File: src/rtl/dff_pipe_pkg.sv
// -----------------------------------------------------------------------------
// dff_pipe_pkg
//
// Purpose : Shared constants and types for the dff_pipe register pipeline.
//           Holds the default data width and stage count, the stage record
//           (valid bit plus data word) for the default width, and a helper
//           that sizes the optional occupancy counter.
//
// Contents:
//   DFF_PIPE_WIDTH_DEFAULT  default data width in bits
//   DFF_PIPE_DEPTH_DEFAULT  default number of register stages
//   dff_pipe_stage_t        stage record {valid, data} at the default width
//   occ_width()             bits needed to count 0..depth valid stages
//
// Configuration macro used by the top level: DFF_PIPE_OCCUPANCY_EN
// -----------------------------------------------------------------------------
package dff_pipe_pkg;

   localparam int unsigned DFF_PIPE_WIDTH_DEFAULT = 16;
   localparam int unsigned DFF_PIPE_DEPTH_DEFAULT = 2;

   // One pipeline stage as seen from outside: the word and whether it is live.
   typedef struct packed {
      logic                              valid;
      logic [DFF_PIPE_WIDTH_DEFAULT-1:0] data;
   } dff_pipe_stage_t;

   // Width of a counter that must represent every value 0..depth inclusive.
   function automatic int unsigned occ_width(input int unsigned depth);
      int unsigned w;
      w = $clog2(depth + 1);
      if (w == 0) begin
         w = 1;
      end
      return w;
   endfunction

endpackage : dff_pipe_pkg

File: src/rtl/dff_pipe_stage.sv
// -----------------------------------------------------------------------------
// dff_pipe_stage
//
// Purpose : One stage of the dff_pipe pipeline: a valid flag and a
//           load-enabled data register. The data register only changes when
//           a word is written into the stage, so it keeps stale contents
//           after the word has moved on or been flushed.
//
// Ports:
//   clk_i    clock, all state changes on its rising edge
//   srst_i   synchronous active-high reset (valid cleared, data = RESET_VALUE)
//   clear_i  synchronous clear of the valid flag only (flush)
//   fill_i   a word is written into this stage at this edge
//   drain_i  the word held here moves downstream / out at this edge
//   data_i   word to write when fill_i is high
//   valid_o  stage holds a live word
//   data_o   data register contents
// -----------------------------------------------------------------------------
module dff_pipe_stage
   import dff_pipe_pkg::*;
#(
   parameter int unsigned      WIDTH       = DFF_PIPE_WIDTH_DEFAULT,
   parameter logic [WIDTH-1:0] RESET_VALUE = '0
) (
   input  logic             clk_i,
   input  logic             srst_i,
   input  logic             clear_i,
   input  logic             fill_i,
   input  logic             drain_i,
   input  logic [WIDTH-1:0] data_i,
   output logic             valid_o,
   output logic [WIDTH-1:0] data_o
);

   logic             valid_q;
   logic             valid_d;
   logic [WIDTH-1:0] data_q;
   logic [WIDTH-1:0] data_d;

   // A stage that is filled and drained at the same edge stays valid: the
   // old word leaves and the new one takes its place.
   always_comb begin
      valid_d = valid_q;
      data_d  = data_q;
      if (clear_i) begin
         valid_d = 1'b0;
      end else if (fill_i) begin
         valid_d = 1'b1;
      end else if (drain_i) begin
         valid_d = 1'b0;
      end
      // Data is untouched by a clear; only a real write moves it.
      if (fill_i && !clear_i) begin
         data_d = data_i;
      end
   end

   always_ff @(posedge clk_i) begin
      if (srst_i) begin
         valid_q <= 1'b0;
         data_q  <= RESET_VALUE;
      end else begin
         valid_q <= valid_d;
         data_q  <= data_d;
      end
   end

   assign valid_o = valid_q;
   assign data_o  = data_q;

endmodule : dff_pipe_stage

File: src/rtl/dff_pipe.sv
// -----------------------------------------------------------------------------
// dff_pipe
//
// Purpose : Elastic register pipeline of DEPTH stages with valid/ready
//           handshakes on both ends. Words move forward whenever the next
//           stage is empty or is itself moving, so bubbles collapse and the
//           pipe holds exactly DEPTH words under backpressure. A word
//           entering an empty, unstalled pipe reaches Q DEPTH-1 edges after
//           it was accepted.
//
// Parameters:
//   WIDTH        data width in bits (>= 1)
//   DEPTH        number of register stages (>= 1)
//   RESET_VALUE  value loaded into every data register on reset
//
// Ports:
//   CLOCK      in   sole clock, rising edge
//   RESET      in   synchronous active-high reset, highest priority
//   FLUSH      in   synchronous clear of all valid bits, blocks input
//   IN_VALID   in   D holds a word to be accepted
//   IN_READY   out  pipe can accept D at this edge
//   D          in   input data
//   OUT_VALID  out  Q holds a valid word
//   OUT_READY  in   consumer takes Q at this edge
//   Q          out  data of the last stage
//   OCCUPANCY  out  number of valid stages (only with DFF_PIPE_OCCUPANCY_EN)
//
// Configuration: define DFF_PIPE_OCCUPANCY_EN to add the OCCUPANCY port and
// its registered counter. Without it the port and counter do not exist.
// -----------------------------------------------------------------------------
module dff_pipe
   import dff_pipe_pkg::*;
#(
   parameter int unsigned      WIDTH       = DFF_PIPE_WIDTH_DEFAULT,
   parameter int unsigned      DEPTH       = DFF_PIPE_DEPTH_DEFAULT,
   parameter logic [WIDTH-1:0] RESET_VALUE = '0
) (
   input  logic             CLOCK,
   input  logic             RESET,
   input  logic             FLUSH,
   input  logic             IN_VALID,
   output logic             IN_READY,
   input  logic [WIDTH-1:0] D,
   output logic             OUT_VALID,
   input  logic             OUT_READY,
   output logic [WIDTH-1:0] Q
`ifdef DFF_PIPE_OCCUPANCY_EN
   ,
   output logic [occ_width(DEPTH)-1:0] OCCUPANCY
`endif
);

   logic [DEPTH-1:0] stage_valid;
   logic [DEPTH-1:0] stage_adv;
   logic [DEPTH-1:0] stage_fill;
   logic [WIDTH-1:0] stage_data [DEPTH];
   logic             accept;

   // Input side: stage 0 has room if it is empty or its word is moving on.
   assign IN_READY = (~stage_valid[0] | stage_adv[0]) & ~FLUSH & ~RESET;
   assign accept   = IN_VALID & IN_READY;

   genvar gi;
   generate
      for (gi = 0; gi < DEPTH; gi++) begin : g_stage
         // Advance chain, evaluated from the output end backwards in the
         // same cycle so a full pipe can move as a whole when drained.
         if (gi == DEPTH - 1) begin : g_adv_last
            assign stage_adv[gi] = stage_valid[gi] & OUT_READY;
         end else begin : g_adv_mid
            assign stage_adv[gi] = stage_valid[gi]
                                 & (~stage_valid[gi+1] | stage_adv[gi+1]);
         end

         // A stage is written by the input handshake (stage 0) or by its
         // upstream neighbour advancing. A flush freezes all data, so the
         // inter-stage writes are suppressed along with the valid bits.
         if (gi == 0) begin : g_fill_first
            assign stage_fill[gi] = accept;
         end else begin : g_fill_next
            assign stage_fill[gi] = stage_adv[gi-1] & ~FLUSH;
         end

         logic [WIDTH-1:0] stage_din;
         if (gi == 0) begin : g_din_first
            assign stage_din = D;
         end else begin : g_din_next
            assign stage_din = stage_data[gi-1];
         end

         dff_pipe_stage #(
            .WIDTH       (WIDTH),
            .RESET_VALUE (RESET_VALUE)
         ) u_stage (
            .clk_i   (CLOCK),
            .srst_i  (RESET),
            .clear_i (FLUSH),
            .fill_i  (stage_fill[gi]),
            .drain_i (stage_adv[gi]),
            .data_i  (stage_din),
            .valid_o (stage_valid[gi]),
            .data_o  (stage_data[gi])
         );
      end
   endgenerate

   assign OUT_VALID = stage_valid[DEPTH-1];
   assign Q         = stage_data[DEPTH-1];

`ifdef DFF_PIPE_OCCUPANCY_EN
   localparam int unsigned OCC_W = occ_width(DEPTH);

   logic [OCC_W-1:0] occ_q;
   logic [OCC_W-1:0] occ_d;
   logic             take;

   // A word leaves only when the last stage advances; a flush overrides it.
   assign take = stage_adv[DEPTH-1] & ~FLUSH;

   always_comb begin
      occ_d = occ_q;
      if (FLUSH) begin
         occ_d = '0;
      end else begin
         unique case ({accept, take})
            2'b10:   occ_d = occ_q + OCC_W'(1);
            2'b01:   occ_d = occ_q - OCC_W'(1);
            default: occ_d = occ_q;
         endcase
      end
   end

   always_ff @(posedge CLOCK) begin
      if (RESET) begin
         occ_q <= '0;
      end else begin
         occ_q <= occ_d;
      end
   end

   assign OCCUPANCY = occ_q;
`endif

endmodule : dff_pipe

File: config.mk
export PLATFORM = sky130hd
export DESIGN_NAME = dff_pipe
export DESIGN_NICKNAME = d
export VERILOG_FILES = /design/src/rtl/dff_pipe_pkg.sv /design/src/rtl/dff_pipe_stage.sv /design/src/rtl/dff_pipe.sv
export SDC_FILE = /design/constraint.sdc
export NUM_CORES = 1
export LEC_CHECK = 0
export CORE_MARGIN = 3
export CORE_UTILIZATION = 47
export DETAILED_ROUTE_END_ITERATION = 10
export PLACE_DENSITY = 0.78
export SETUP_SLACK_MARGIN = 0.05
export SYNTH_ARGS = -nofsm -noshare
export SYNTH_HDL_FRONTEND = slang
export SYNTH_SLANG_ARGS = --single-unit
export TNS_END_PERCENT = 100
File: constraint.sdc
create_clock -name CLOCK -period 1.45 [get_ports CLOCK]
set_input_delay 0.29 -clock CLOCK [delete_from_list [all_inputs] [get_ports CLOCK]]
set_output_delay 0.29 -clock CLOCK [all_outputs]
set_load 0.01 [all_outputs]
==> results.tsv <==
metric	value	unit
# rows	19	
initial antenna violation count	0	
die width	61.1	um
antenna viol nets, final	0	
Req. time, crit path	1.16	ns
Hold Crit Class	in -> reg	
Die Ht	61.1	um
yosys warns	0	
syn avg cell area	9.09	um^2
Worst setup EP type	output port	
Cell Chain, Critical Path	and3b_2, nor3_4, buf_2	
drt total wl	3.44	mm
Sink Count	34	
setup ws final	-0.0321	ns
DR vias/cell	5.60	
FF-to-FF setup slack	0.18	ns
die area	3740	um^2
GP Congestion	0.800	
Leak	0.801	nW
critical path fanouts, max	2	
Root Driver	clkbuf_4	
RSZ-0062 raised after global routing	yes	
Slew Viols, Final	0	
Syn Nets	178	
hold depth	3	
Setup Slack @ Placement	-0.573	ns
CTS max path bufs	2	
largest net degree at the start of global routing	36	
slowest stage delay, CP	0.33	ns
cells after synthesis	157	
Tcrit/Tclk final	102	%
Comb power frac	11.2	%
Area Overhead vs Synth	36.6	%
Final Hold Fails	0	
Overflow after GRT	0	
global-route wire length before repair	5.53	mm
cell area after synthesis	1430	um^2
Inserted Diodes	0	
Top-Level Pins	39	
DRC	0	
CTS buffer count	5	
Nets	221	
violated checks	setup timing	
Worst Tran Pin Value	0.211	ns
DR vias	1300	
worst hold margin	0.397	ns
Hold Path Sink	g_stage[0].u_stage.valid_o$_SDFFE_PP0P_	
CP bufs+invs	1	
setup violators final	1	
Internal	1.31	mW
arrival time worst endpoint	1.19	ns
R2R Path End	g_stage[0].u_stage.data_o[1]$_SDFFE_PP0P_	
Netlist cell types	23	
WL/cell	14.8	um
R2R cell count	5	
vias in the first global route	1203	
fillers	233	
max cap viols	0	
Port Buffers	38	
sequential power share	57.3	%
clock power share	31.5	%
GRT Util Overall	20.3	%
initial DRC count	108	
Peak VDD IR	0.000668	V
Fmax achieved	675	MHz
power per cell area	878	nW/um^2
Slew Limit Headroom	85.9	%
CORE AREA	2830	um^2
layout cells sized above 1	16.4	%
H-tree depth	2	
fraction of the yosys area taken by sequential cells	47.7	%
sw frac	23.6	%
Reg-to-Reg Start	g_stage[1].u_stage.valid_o$_SDFFE_PP0P_	
Clk Latency, worst-skew pair	0.33	ns
FF+latch count, synth	34	
Initial Utilization	50.5	%
Max stage delay cell, worst path	dfxtp_2	
hold_sp	FLUSH	
clock skew	0.0116	ns
Total Power	1.71	mW
CP Launch Type	register	
drt pass-1 iters	4	
NetSw	0.404	mW
Setup Crit Path Kind	reg -> out	
Final min period	1.48	ns
status	finished with violations	
delay-heaviest family, CP	simple AND/OR/NAND/NOR gates	
Clock transition at path regs	0.09	ns
Detailed Place HPWL	2.41	mm
TritonCTS clock tree	yes	
## final cells by class
cell class,count,area (um^2),area share (%)
sequential,34,683,35.0
multi-input combinational,108,662,33.9
timing repair buffer,51,507,26.0
clock buffer,7,55.1,2.82
tap,31,38.8,1.99
clock inverter,1,5.00,0.257
## cells by family after synthesis
group / count (synthesis) / share of synthesized area [%]
DFF: 34 / 47.7
and+or+nand+nor: 44 / 19.6
buffers and inverters: 15 / 6.05
AOI/OAI and AO/OA: 64 / 26.6
## worst min-delay path, stage by stage
cell and delay (ns):
dlymetal6s2s_1 0.16, buf_4 0.18, nor3_1 0.06
## routing by layer
metal,up-vias,track usage [%],part of all wire [%]
li1,649,-,-
met1,601,27.4,43
met2,45,31.6,49
met3,5,5.03,7.6
met4,0,7.43,0.99
met5,-,0,0
## how the worst max path moves through the flow
stage | cells after the start | startpoint | end | slack [ns]
2_1_floorplan | 3 | g_stage[1].u_stage.valid_o$_SDFFE_PP0P_ | IN_READY | 0.18
3_3_place_gp | 4 | OUT_READY | IN_READY | -0.57
3_5_place_dp | 4 | OUT_READY | IN_READY | -0.57
4_1_cts | 3 | g_stage[1].u_stage.valid_o$_SDFFE_PP0P_ | IN_READY | -0.08
5_1_grt | 3 | g_stage[0].u_stage.valid_o$_SDFFE_PP0P_ | IN_READY | -0.09
6_report | 3 | g_stage[0].u_stage.valid_o$_SDFFE_PP0P_ | IN_READY | -0.03
## power by group through the flow
stage | logic [mW] | clock network, mW | registers, mW
after global routing | 0.207 | 0.609 | 0.984
final | 0.192 | 0.540 | 0.981
after detailed placement | 0.189 | 0 | 1.00
after CTS | 0.190 | 0.546 | 0.980
after floorplan | 0.0962 | 0 | 0.997
after global placement | 0.184 | 0 | 1.00
## cells in the final DEF (no fill, tap or decap), types with 4 or more instances in the layout
cell type	n
a21oi_1	32
a31o_1	10
a31o_2	6
buf_12	4
buf_4	8
clkbuf_4	5
clkdlybuf4s50_1	17
dfxtp_1	32
dlygate4sd2_1	18
nand2b_1	17
nand3_1	16
o21ai_0	14
## sequential cells by signal (all words and copies together), names as in the netlist
signal	flops
g_stage.u_stage.data_o	32
g_stage.u_stage.valid_o	2
## synth_stat cells
cell / instances / share of area (%)
a21oi_1: 32 / 11
a31o_1: 10 / 6.1
a31o_2: 6 / 3.7
and2b_1: 1 / 0.53
and3b_1: 1 / 0.61
buf_1: 1 / 0.26
buf_2: 5 / 1.8
buf_4: 2 / 1.1
buf_6: 2 / 1.6
clkbuf_1: 4 / 1.1
clkbuf_2: 1 / 0.35
dfxtp_1: 34 / 48
nand2b_1: 17 / 7.4
nand3_1: 16 / 5.6
nand3b_1: 1 / 0.53
nor2_1: 2 / 0.53
nor2b_1: 1 / 0.44
nor3_1: 2 / 0.70
nor3_4: 1 / 1.1
nor3b_4: 1 / 1.3
o21ai_0: 14 / 4.9
o21ai_1: 2 / 0.70
or2b_4: 1 / 0.79
## metrics by stage
stage / util (%) / std cells / area, um^2 / setup TNS [ns]
2_1_floorplan: - / 157 / 1430 / 0
3_3_place_gp: 66.7 / 223 / 1890 / -8.12
3_5_place_dp: 66.7 / 223 / 1890 / -9.04
4_1_cts: 68.6 / 232 / 1940 / -0.0825
5_1_grt: 69.0 / 232 / 1950 / -0.0942
6_report: 69.0 / 232 / 1950 / -0.0321
## repair_timing
| item | in CTS | in global routing |
|---|---|---|
| setup endpoints to repair | 34 | 11 |
| gates resized for setup | 27 | 5 |
| hold buffers | 0 | 0 |
| endpoints found under the hold margin | 0 | 0 |
| pin swaps | 1 | 2 |
| setup buffers | 1 | 1 |
No activity file was read; power rests on OpenSTA's default activity.
==> RTL edit 1 (config.mk and constraints unchanged) <==
The package constant `DFF_PIPE_WIDTH_DEFAULT` goes from 16 to 32.
--- a/src/rtl/dff_pipe_pkg.sv
+++ b/src/rtl/dff_pipe_pkg.sv
@@ -18,3 +18,3 @@
 
-   localparam int unsigned DFF_PIPE_WIDTH_DEFAULT = 16;
+   localparam int unsigned DFF_PIPE_WIDTH_DEFAULT = 32;
    localparam int unsigned DFF_PIPE_DEPTH_DEFAULT = 2;
Interface: changed (resized D and Q); port bits go from 39 to 71. The function was not compared with the original's and may differ.
==> RTL edit 1 against the unedited design <==
The run still ends with setup timing left; die area grew 74%; sequential cell count grew 32; sequential share of layout area grew 0.88 points; area after synthesis grew 84%; via count grew 100%; fmax shrank 1.8%; combinational power grew 73%; core utilization grew 1.3 points; design area grew 89%; wire length grew 120%; clock skew shrank 0.0021 ns; worst setup slack lost 0.028 ns; total power grew 120%; critical endpoint unchanged; largest power group unchanged; highest routed layer unchanged.
==> RTL edit 1: results (changes against the unedited design) <==
* Register area at 1320 um^2 (+93%)
* Finish-stage setup viols at 1 (unchanged)
* Dpl cells at 438 (+96%)
* Clock skew at 0.00944 ns (-0.00215 ns)
* Placement Cell Area at 3470 um^2 (+84%)
* Failing checks: setup timing
* FF-to-FF End: g_stage[0].u_stage.data_o[19]$_SDFFE_PP0P_
* Post-CTS setup repair buffer count at 0 (-1)
* Worst-Skew Late Latency at 0.35 ns (+0.02 ns)
* Tightest Hold Check Type: flip-flop to flip-flop
* Path depth of the worst reg2reg path at 4 (-1)
* GRT met3 Usage at 4.71% (-0.32 points)
* Worst slew pin tran at 0.361 ns (+0.150 ns)
* M1 WL at 3130 um (+110%)
* Met2 usage at 40.6% (+9.1 points)
* Final hold slack at 0.460 ns (+0.0624 ns)
* Status: complete, but fails checks
* Place WS at -0.628 ns (-0.0548 ns)
* Hold Path Sink: g_stage[1].u_stage.data_o[7]$_SDFFE_PP0P_
* Share of layout cells above drive strength 1 at 12.5% (-3.9 points)
* DP Wirelength at 4820 um (+100%)
* Syn nets at 344 (+93%)
* Htree depth at 3 (+1)
* GRT met1 Usage at 29.7% (+2.3 points)
* Gpl congestion at 0.773 (-3.3%)
* Setup ws final at -0.0596 ns (-0.0275 ns)
* Leading post-synthesis cells by cell area: dfxtp_1 50%, nand3_1 12%, o311ai_1 9.7%
* Final setup TNS at -0.0596 ns (-0.0275 ns)
* Met3 wire len at 461 um (+77%)
RTL edit 1: changes by cell type after synthesis, moves of 6 or more:
cell,delta
clkbuf_1,+13
a31o_1,-10
nand3_1,+48
dfxtp_1,+32
o21ai_1,+6
o311ai_1,+29
nand2_1,+32
o21ai_0,+10
a31o_2,-6
nand2b_1,-16
RTL edit 1: power groups by stage:
stage	combinational, W	sequential, W	clock (W)
finish	0.000332	0.00189	0.00149
global route	0.000360	0.00189	0.00159
CTS	0.000320	0.00189	0.00150
detailed placement	0.000316	0.00193	0
global placement	0.000313	0.00193	0
floorplan	0.000137	0.00193	0
RTL edit 1: final cells by class:
type                       count  share of cell area, %
multi-input combinational    203                   31.0
inverter                       2                  0.204
clock buffer                  12                   3.94
timing repair buffer          98                   25.4
clock inverter                 3                   1.09
tap                           70                   2.38
sequential                    66                   35.9
RTL edit 1: critical path: stages (launching register included):
cell,delay (ns)
dfxtp_1,0.31
and3b_2,0.22
nor3_2,0.19
buf_2,0.17
==> RTL edit 2 (same settings) <==
Without the edit above. Build with the macro `DFF_PIPE_OCCUPANCY_EN` defined.
--- a/src/rtl/dff_pipe.sv
+++ b/src/rtl/dff_pipe.sv
@@ -30,2 +30,4 @@
 // -----------------------------------------------------------------------------
+`define DFF_PIPE_OCCUPANCY_EN
+
 module dff_pipe
Behaviour (old outputs only; new: OCCUPANCY): unchanged (Yosys induction, for registers that start in step).
==> RTL edit 2 against the unedited design <==
The run still ends with setup timing left; design area grew 9.0%; clock skew shrank 0.0018 ns; critical path depth grew 3; sequential cell count grew 2; synthesized cell count shrank 7.6%; area after synthesis grew 4.4%; sequential power grew 5%; global-route usage shrank 0.73 points; first-iteration DRC count shrank 59%; worst setup slack lost 0.078 ns; die area grew 3.9%; total power grew 14%; wire length grew 6.0%; count of clock-buffer cells in the layout grew 1; critical path type is now flip-flop to flip-flop; critical endpoint is now OCCUPANCY[0]$_SDFFE_PP0P_; largest power group unchanged; highest routed layer unchanged.
==> RTL edit 2: results (changes against the unedited design) <==
* Status: complete, but fails checks
* Failing checks: setup timing
* Path depth of the worst reg2reg path at 6 (+1)
* Final setup TNS at -0.127 ns (-0.0945 ns)
* Hold Path Stages at 2 (-1)
* Clock transition at path regs at 0.11 ns (+0.02 ns)
* Layout net count at 219 (-0.90%)
* CP max stage delay at 0.38 ns (+0.05 ns)
* Leakage at 0.925 nW (+16%)
* Syn nets at 167 (-6.2%)
* Worst slew pin tran at 0.316 ns (+0.105 ns)
* Leading post-synthesis cells by cell area: dfxtp_1 48%, mux2_4 9.1%, nor2b_1 7.1%
* CP max stage cell: dfxtp_4
* DP Wirelength at 2450 um (+1.8%)
* Wire per inst at 15.2 um (+2.5%)
* Maximum vdd drop at 0.000695 V (+4.0%)
* Vias in the first global route at 1,340 (+11%)
* First-pass GRT wire length at 6180 um (+12%)
* Placement Cell Area at 2000 um^2 (+5.7%)
* Finish-stage setup viols at 3 (+2)
* Post-synth top cells: 36 x dfxtp_1, 17 x nor2b_1, 17 x o21ai_0
* Critical-path maximum fanout at 4 (+2)
* Place WS at -0.561 ns (+0.0120 ns)
* Setup ws final at -0.110 ns (-0.0779 ns)
* Share of layout cells above drive strength 1 at 26.3% (+9.8 points)
* Overall Global Routing Usage at 19.6% (-0.73 points)
-- RTL edit 2: area by class of cell --
| cell class | instances | area, um^2 |
|---|---|---|
| fill | 221 | 749 |
| inverter | 1 | 3.75 |
| sequential | 36 | 727 |
| multi-input combinational | 98 | 741 |
| timing repair buffer | 55 | 513 |
| tap | 42 | 52.6 |
| clock buffer | 8 | 90.1 |
-- RTL edit 2: per-layer routing --
layer  track usage (%)  wire length (um)
met2              33.7              1870
met5                 0                 0
met3              5.59               204
met1              23.0              1530
met4              7.71                41
-- RTL edit 2: final timing paths --
check / slack (ns) / endpoint / start
max: -0.11 / OCCUPANCY[0]$_SDFFE_PP0P_ / g_stage[1].u_stage.valid_o$_SDFFE_PP0P_
min: 0.44 / OCCUPANCY[0]$_SDFFE_PP0P_ / RESET
max reg2reg: -0.11 / OCCUPANCY[0]$_SDFFE_PP0P_ / g_stage[1].u_stage.valid_o$_SDFFE_PP0P_
min reg2reg: 0.47 / g_stage[1].u_stage.data_o[0]$_SDFFE_PP0P_ / g_stage[0].u_stage.data_o[0]$_SDFFE_PP0P_
-- RTL edit 2: metrics by stage --
| step | utilization, % | std cells |
|---|---|---|
| floorplan | - | 145 |
| CTS | 72.9 | 239 |
| detailed placement | 69.4 | 227 |
| global placement | 69.4 | 227 |
| global route | 73.9 | 240 |
| finish | 73.9 | 240 |
-- RTL edit 2: power breakdown --
| group | switching, W | leakage (nW) | internal [W] |
|---|---|---|---|
| logic | 0.0000792 | 0.581 | 0.000125 |
| registers | 0.0000152 | 0.294 | 0.00102 |
| clock network | 0.000329 | 0.0497 | 0.000389 |
-- RTL edit 2: cells by family after synthesis --
group / after synthesis / share of synthesized area [%]
simple gates: 42 / 16.7
xor+xnor: 2 / 1.18
compound gates: 37 / 14.0
fa+ha+maj: 1 / 0.839
flops: 36 / 48.4
mux: 16 / 14.4
buf+inv: 11 / 4.53
-- RTL edit 2: repair_timing --
| item | CTS | global route |
|---|---|---|
| buffers inserted | 5 | 1 |
| pin swaps | 5 | 4 |
| gates resized for setup | 31 | 6 |
| setup endpoints to repair | 38 | 5 |
